[config.mk]
export PLATFORM = sky130hd
export DESIGN_NAME = fetch_sequencer
export DESIGN_NICKNAME = d
export VERILOG_FILES = /design/src/rtl/fetch_sequencer.sv
export SDC_FILE = /design/constraint.sdc
export NUM_CORES = 1
export LEC_CHECK = 0
export CAP_MARGIN = 10
export CORE_MARGIN = 2
export CORE_UTILIZATION = 40
export DETAILED_ROUTE_END_ITERATION = 10
export PLACE_DENSITY = 0.8
export SYNTH_ARGS = -nofsm -noshare
export SYNTH_HDL_FRONTEND = slang
export SYNTH_SLANG_ARGS = --single-unit
[constraint.sdc]
create_clock -name clk -period 1.55 [get_ports clk]
set_input_delay 0.31 -clock clk [delete_from_list [all_inputs] [get_ports clk]]
set_output_delay 0.31 -clock clk [all_outputs]
set_load 0.01 [all_outputs]
[src/rtl/fetch_sequencer.sv]
// Fetch/execute sequencer: program counter, two-phase FSM and instruction register
// feeding decode, with ROM wait-state handshake and execute stall.
module fetch_sequencer #(
  parameter int unsigned     ADDR_W     = 12,
  parameter int unsigned     DATA_W     = 8,
  parameter int unsigned     OPC_W      = 4,
  parameter logic [ADDR_W-1:0] RESET_ADDR = '0
) (
  input  logic                    clk,
  input  logic                    Rst,
  output logic [ADDR_W-1:0]       rom_addr,
  input  logic [DATA_W-1:0]       rom_data,
  input  logic                    rom_ready,
  input  logic                    stall,
  input  logic                    incPC,
  input  logic                    loadPC,
  input  logic [ADDR_W-1:0]       newaddr,
  output logic [ADDR_W-1:0]       pc,
  output logic                    phase,
  output logic [OPC_W-1:0]        instruction,
  output logic [DATA_W-OPC_W-1:0] operand,
  output logic                    instr_valid
);

  localparam int unsigned OPR_W = DATA_W - OPC_W;

  typedef enum logic {
    FETCH = 1'b0,
    EXEC  = 1'b1
  } state_t;

  state_t              state_q, state_d;
  logic [ADDR_W-1:0]   pc_q, pc_d;
  logic [DATA_W-1:0]   ir_q, ir_d;
  logic [ADDR_W-1:0]   pc_inc;

  // Modulo increment; all-ones wraps to zero silently.
  assign pc_inc = pc_q + ADDR_W'(1);

  // State, PC and IR registers with synchronous active-low reset.
  always_ff @(posedge clk) begin
    if (!Rst) begin
      state_q <= FETCH;
      pc_q    <= RESET_ADDR;
      ir_q    <= '0;
    end else begin
      state_q <= state_d;
      pc_q    <= pc_d;
      ir_q    <= ir_d;
    end
  end

  // Next-state logic; instr_valid marks an execute cycle that completes this edge.
  always_comb begin
    state_d     = state_q;
    pc_d        = pc_q;
    ir_d        = ir_q;
    instr_valid = 1'b0;
    unique case (state_q)
      FETCH: begin
        if (rom_ready) begin
          ir_d    = rom_data;
          pc_d    = pc_inc;
          state_d = EXEC;
        end
      end
      EXEC: begin
        if (!stall) begin
          if (loadPC) begin
            pc_d        = newaddr;
            state_d     = FETCH;
            instr_valid = 1'b1;
          end else if (incPC) begin
            // Operand byte must be consumed before the PC may move past it.
            if (rom_ready) begin
              pc_d        = pc_inc;
              state_d     = FETCH;
              instr_valid = 1'b1;
            end
          end else begin
            state_d     = FETCH;
            instr_valid = 1'b1;
          end
        end
      end
      default: state_d = FETCH;
    endcase
  end

  assign rom_addr    = pc_q;
  assign pc          = pc_q;
  assign phase       = (state_q == EXEC);
  assign instruction = ir_q[DATA_W-1 -: OPC_W];
  assign operand     = ir_q[OPR_W-1:0];

endmodule

# Word-level counts from Yosys, hierarchy flattened
# Index checks and enable logic that the tools add are counted.
# word_totals
ramBits,0
elab_cells,24
romBits,0
inputBits,26
output_inout_bits,34
memories,0
regBits,21
latch_bits,0
# classes
addsub,1
mul,0
div_mod_pow,0
mux,15
reduce_logical,2
n_eq_ne,2
n_bitwise,1
shifts,0
magnitude_cmp,0
# op_table
cell,count
$mux W12,4
$pmux W12 S2,1
$add A12 B1 Y12 const B,1
$mux W1,9
$reduce_and A2 Y1,2
$ne A3 B3 Y1 const B,1
$ne A2 B2 Y1 const B,1
$pmux W1 S2,1
$not A1 Y1,1

# Logic depth before layout (Yosys ltp)
# Gate-level depths: netlist of the first run.
# logic_depth
depth_word,6
ltp_mapped,6

# Least setup slack after synthesis of the first run
# OpenSTA, ideal clock, no wires.
# synth_path
path_type,reg-to-reg
from,"reg pc_q[0], in the netlist pc[0]"
to,"reg pc_q[11], in the netlist pc[11]"
setup_slack_ps,41
path_stages_with_launch,6
arrival_time_ps,1435
period_less_slack_ps,1509
n_path_buf,1
required_ps,1476
path_cell_list,dfxtp_1 -> and3_1 -> clkbuf_1 -> nand4_1 -> or4_1 -> a31oi_1
# synth_via
elab_chain_cells,6
# synth_rtl
item,line,text
start: declaration,33,"logic [ADDR_W-1:0] pc_q, pc_d;"
start signal: assignment,48,pc_q <= pc_d;
$add A12 B1 Y12 *,38,assign pc_inc = pc_q + ADDR_W'(1);
$mux W12 *,"61, 75",
$mux W12,73,end else if (incPC) begin
$mux W12,69,if (loadPC) begin
$mux W12,68,if (!stall) begin
$pmux W12 S2 *,59,unique case (state_q)
# Every way passes the cells marked *; elsewhere a longest branch is shown, timed or not. The select of a mux whose other input is x is not followed.
# A chain may end at the register's enable or synchronous reset.

# Worst setup path after layout of the first run
# layout_path
from,in stall
to,"reg pc_q[11], in the netlist pc[11]"
# layout_via
elab_chain_cells,2
# layout_rtl
item,line,text
start: declaration,14,"input logic stall,"
$ne A2 B2 Y1 (no source line),--,
$reduce_and A2 Y1 (no source line),--,
# No other way between the ends.

==> qor.yml, run 1 <==
finalWorstSetupSlack_ns: 0.0260
clkLatencyLatePin_ns: 0.31
worstPathArrival_ns: 1.77
r2r_start: "pc[2]"
cts_tree: "done"
maxCapViolCount: 0
start_kind: "input pin"
die_area_mm2: 0.00351
r2r-end: "pc[9]"
grt_usage_pct: 22.5
num_vias: 1404
yosys_warnings: 0
async_flop_share_pct: 0
grt_pass1_wl_um: 5980
layout-drive-gt1-share_pct: 24.1
area_growth_pct: 63.0
ir_drop_uv: 305
drt_iter0_markers: 47
die_h_um: 59.2
tightest_slew_ns: 0.430
drt-total-wl_um: 3790
synthesis.area_mm2: 0.00122
multi_input_area_um2: 682
antenna_found_initial: 0
overflow: 0
wl_per_cell_um: 15.2
port_buffers: 59
core_mm2: 0.00298
cts_max_level: 1
fin_skew_ns: 0.00841
setup_viol: 0
fin_crit_sh_pct: 98.3
cts_buffer_depth: 2
fin_util_pct: 66.8
drv_slew: 0
hold_class: "flip-flop to flip-flop"
ff_latch_area_um2: 452
detail-route-antenna-nets: 0
avgSynthCellArea_um2: 8.03
nets: 244
wl_met3_um: 249
fin_crit_ns: 1.52
fmax_mhz: 656
clkSlewWorstSetupHoldPaths_ns: 0.12
grt_pass1_vias: 1280
p_per_area_mw_per_mm2: 635
cts_sinks: 21
gp_congestion: 0.899
synth_ff_type: "dfxtp_1"
hold_start: "ir_q[6]"
ff2ff_path_depth: 6
initial_core_util_pct: 41.0
grt_max_degree: 14
required_ns: 1.79
place_ws_ns: -0.456
holdBufCountCts: 0
crit_path_end_kind: "flip-flop"
numCtsBuffers: 3
cts-root-buf: "clkbuf_4"
vias_per_cell: 5.64
diodes: 0
num_rows: 20
n_fill_cell: 238
grt_setup_unrepaired: "yes"
slew_headroom_pct: 71.3
worst-setup-path-type: "input pin to flip-flop"
drc: 0
dieWidth_um: 59.2
first_pass_iters: 4
leakagePower_nw: 1.02
syn_nets: 179
yosys.cell_types.count: 36
wl_met1_um: 1540
synth_edf_count: 0
hold_viol: 0
netlist_instances: 152
dr_wl_met2_um: 1950
ys_ff_latch: 21
crit_fanout: 4
power_mw: 1.26
highest_layer: "met4"
reg2reg_setup_slack_ns: 0.07
ys_seq_area_share_pct: 34.5
whs_endpoint: "ir_q[6]"
status: "completed"
min_path_cells: 2
dp_hpwl_um: 2760
ios: 60
## per-stage QoR
stage          setup TNS [ns]  hold WS (ns)  std cells  area, um^2
3_3_place_gp            -4.71         0.475        243        1880
2_1_floorplan               0         0.457        152        1220
5_1_grt               -0.0361         0.535        249        1990
3_5_place_dp            -5.88         0.486        243        1880
4_1_cts                     0         0.514        248        1920
6_report                    0         0.508        249        1990
## power breakdown
part / total, mW / switching (mW) / internal, mW
clock network: 0.272 / 0.172 / 0.101
logic: 0.385 / 0.169 / 0.216
registers: 0.605 / 0.0323 / 0.573
total: 1.26 / 0.373 / 0.889
## registers in the layout (all words and copies together) (netlist names)
register / count
ir_q: 8
pc: 12
phase: 1
## worst max-delay path by stage
stage | startpoint | to | slack [ns]
3_5_place_dp | rom_ready | instr_valid | -0.46
4_1_cts | pc[7] | rom_addr[7] | 0.002
3_3_place_gp | rom_ready | instr_valid | -0.44
5_1_grt | stall | pc[11] | -0.03
6_report | stall | pc[11] | 0.03
2_1_floorplan | pc[0] | pc[11] | 0.04
## cells by family after synthesis
group,share of synthesized area [%]
fa+ha+maj,1.03
flops,34.5
mux,6.56
simple gates,23.1
compound gates,22.3
buf+inv,12.6
## synth_stat cells, types with 2 or more instances
library cell  instances  area (um^2)
o22ai_1               2         12.5
nand3_1               5         25.0
buf_4                12         90.1
and4_1                2         17.5
o41a_1                2         22.5
o21ai_0               8         40.0
or4_1                 2         15.0
o221a_2               3         33.8
nand2_1              15         56.3
a21oi_1              11         55.1
mux2i_1               8         80.1
dfxtp_1              21          420
o31a_1                2         17.5
clkbuf_1              4         15.0
inv_1                 2         7.51
a31oi_1               5         31.3
buf_2                 6         30.0
nand4_1               2         12.5
nor2_1               18         67.6
and3_1                6         37.5
## critical path, cell delays in order
cell,delay (ns)
clkdlybuf4s50_1,0.44
o21bai_2,0.21
and2_4,0.17
or4_1,0.46
a31oi_1,0.17
## metal layers
layer	global-route usage (%)	vias to the layer above
met5	0	-
met4	8.44	0
met3	1.97	8
met2	38.3	62
met1	29.2	663
li1	-	671
## area by class of cell
| type | count | area share, % |
|---|---|---|
| clock buffer | 4 | 1.32 |
| tap | 33 | 2.08 |
| inverter | 2 | 0.378 |
| timing repair buffer | 83 | 39.2 |
| multi-input combinational | 106 | 34.3 |
| sequential | 21 | 22.7 |
## cell usage in the layout (no fill, tap or decap), types with 2 or more instances in the layout
cell type | netlist | final
clkdlybuf4s50_1 | 0 | 26
dlygate4sd2_1 | 0 | 22
buf_4 | 12 | 22
nor2_1 | 18 | 18
nand2_1 | 15 | 15
a21oi_1 | 11 | 10
dlymetal6s2s_1 | 0 | 10
mux2i_1 | 8 | 8
dfxtp_1 | 21 | 8
o21ai_0 | 8 | 7
dfxtp_2 | 0 | 7
dfxtp_4 | 0 | 6
nand3_1 | 5 | 5
a31oi_1 | 5 | 5
and3_1 | 6 | 4
o221a_2 | 3 | 3
clkbuf_4 | 0 | 3
inv_1 | 2 | 2
and3_4 | 0 | 2
o41a_1 | 2 | 2
o31a_1 | 2 | 2
o22ai_1 | 2 | 2
nand4_1 | 2 | 2
or4_1 | 2 | 2
## what timing repair did
item                       in CTS  in global routing
setup buffers                   1                  1
resized for setup              44                 20
setup endpoints to repair      30                 15
pin swaps                       1                  1
Note: power is estimated with default switching activity, not from simulation.
==> run 2, diff against run 1 <==
--- a/config.mk
+++ b/config.mk
@@ -5,9 +5,9 @@
 export SDC_FILE = /design/constraint.sdc
 export NUM_CORES = 1
 export LEC_CHECK = 0
-export CAP_MARGIN = 10
 export CORE_MARGIN = 2
 export CORE_UTILIZATION = 40
+export CTS_CLUSTER_DIAMETER = 40
 export DETAILED_ROUTE_END_ITERATION = 10
 export PLACE_DENSITY = 0.8
 export SYNTH_ARGS = -nofsm -noshare
==> results of run 2 <==
Same layout as run 1: the final DEF is identical, and so are final timing and power.
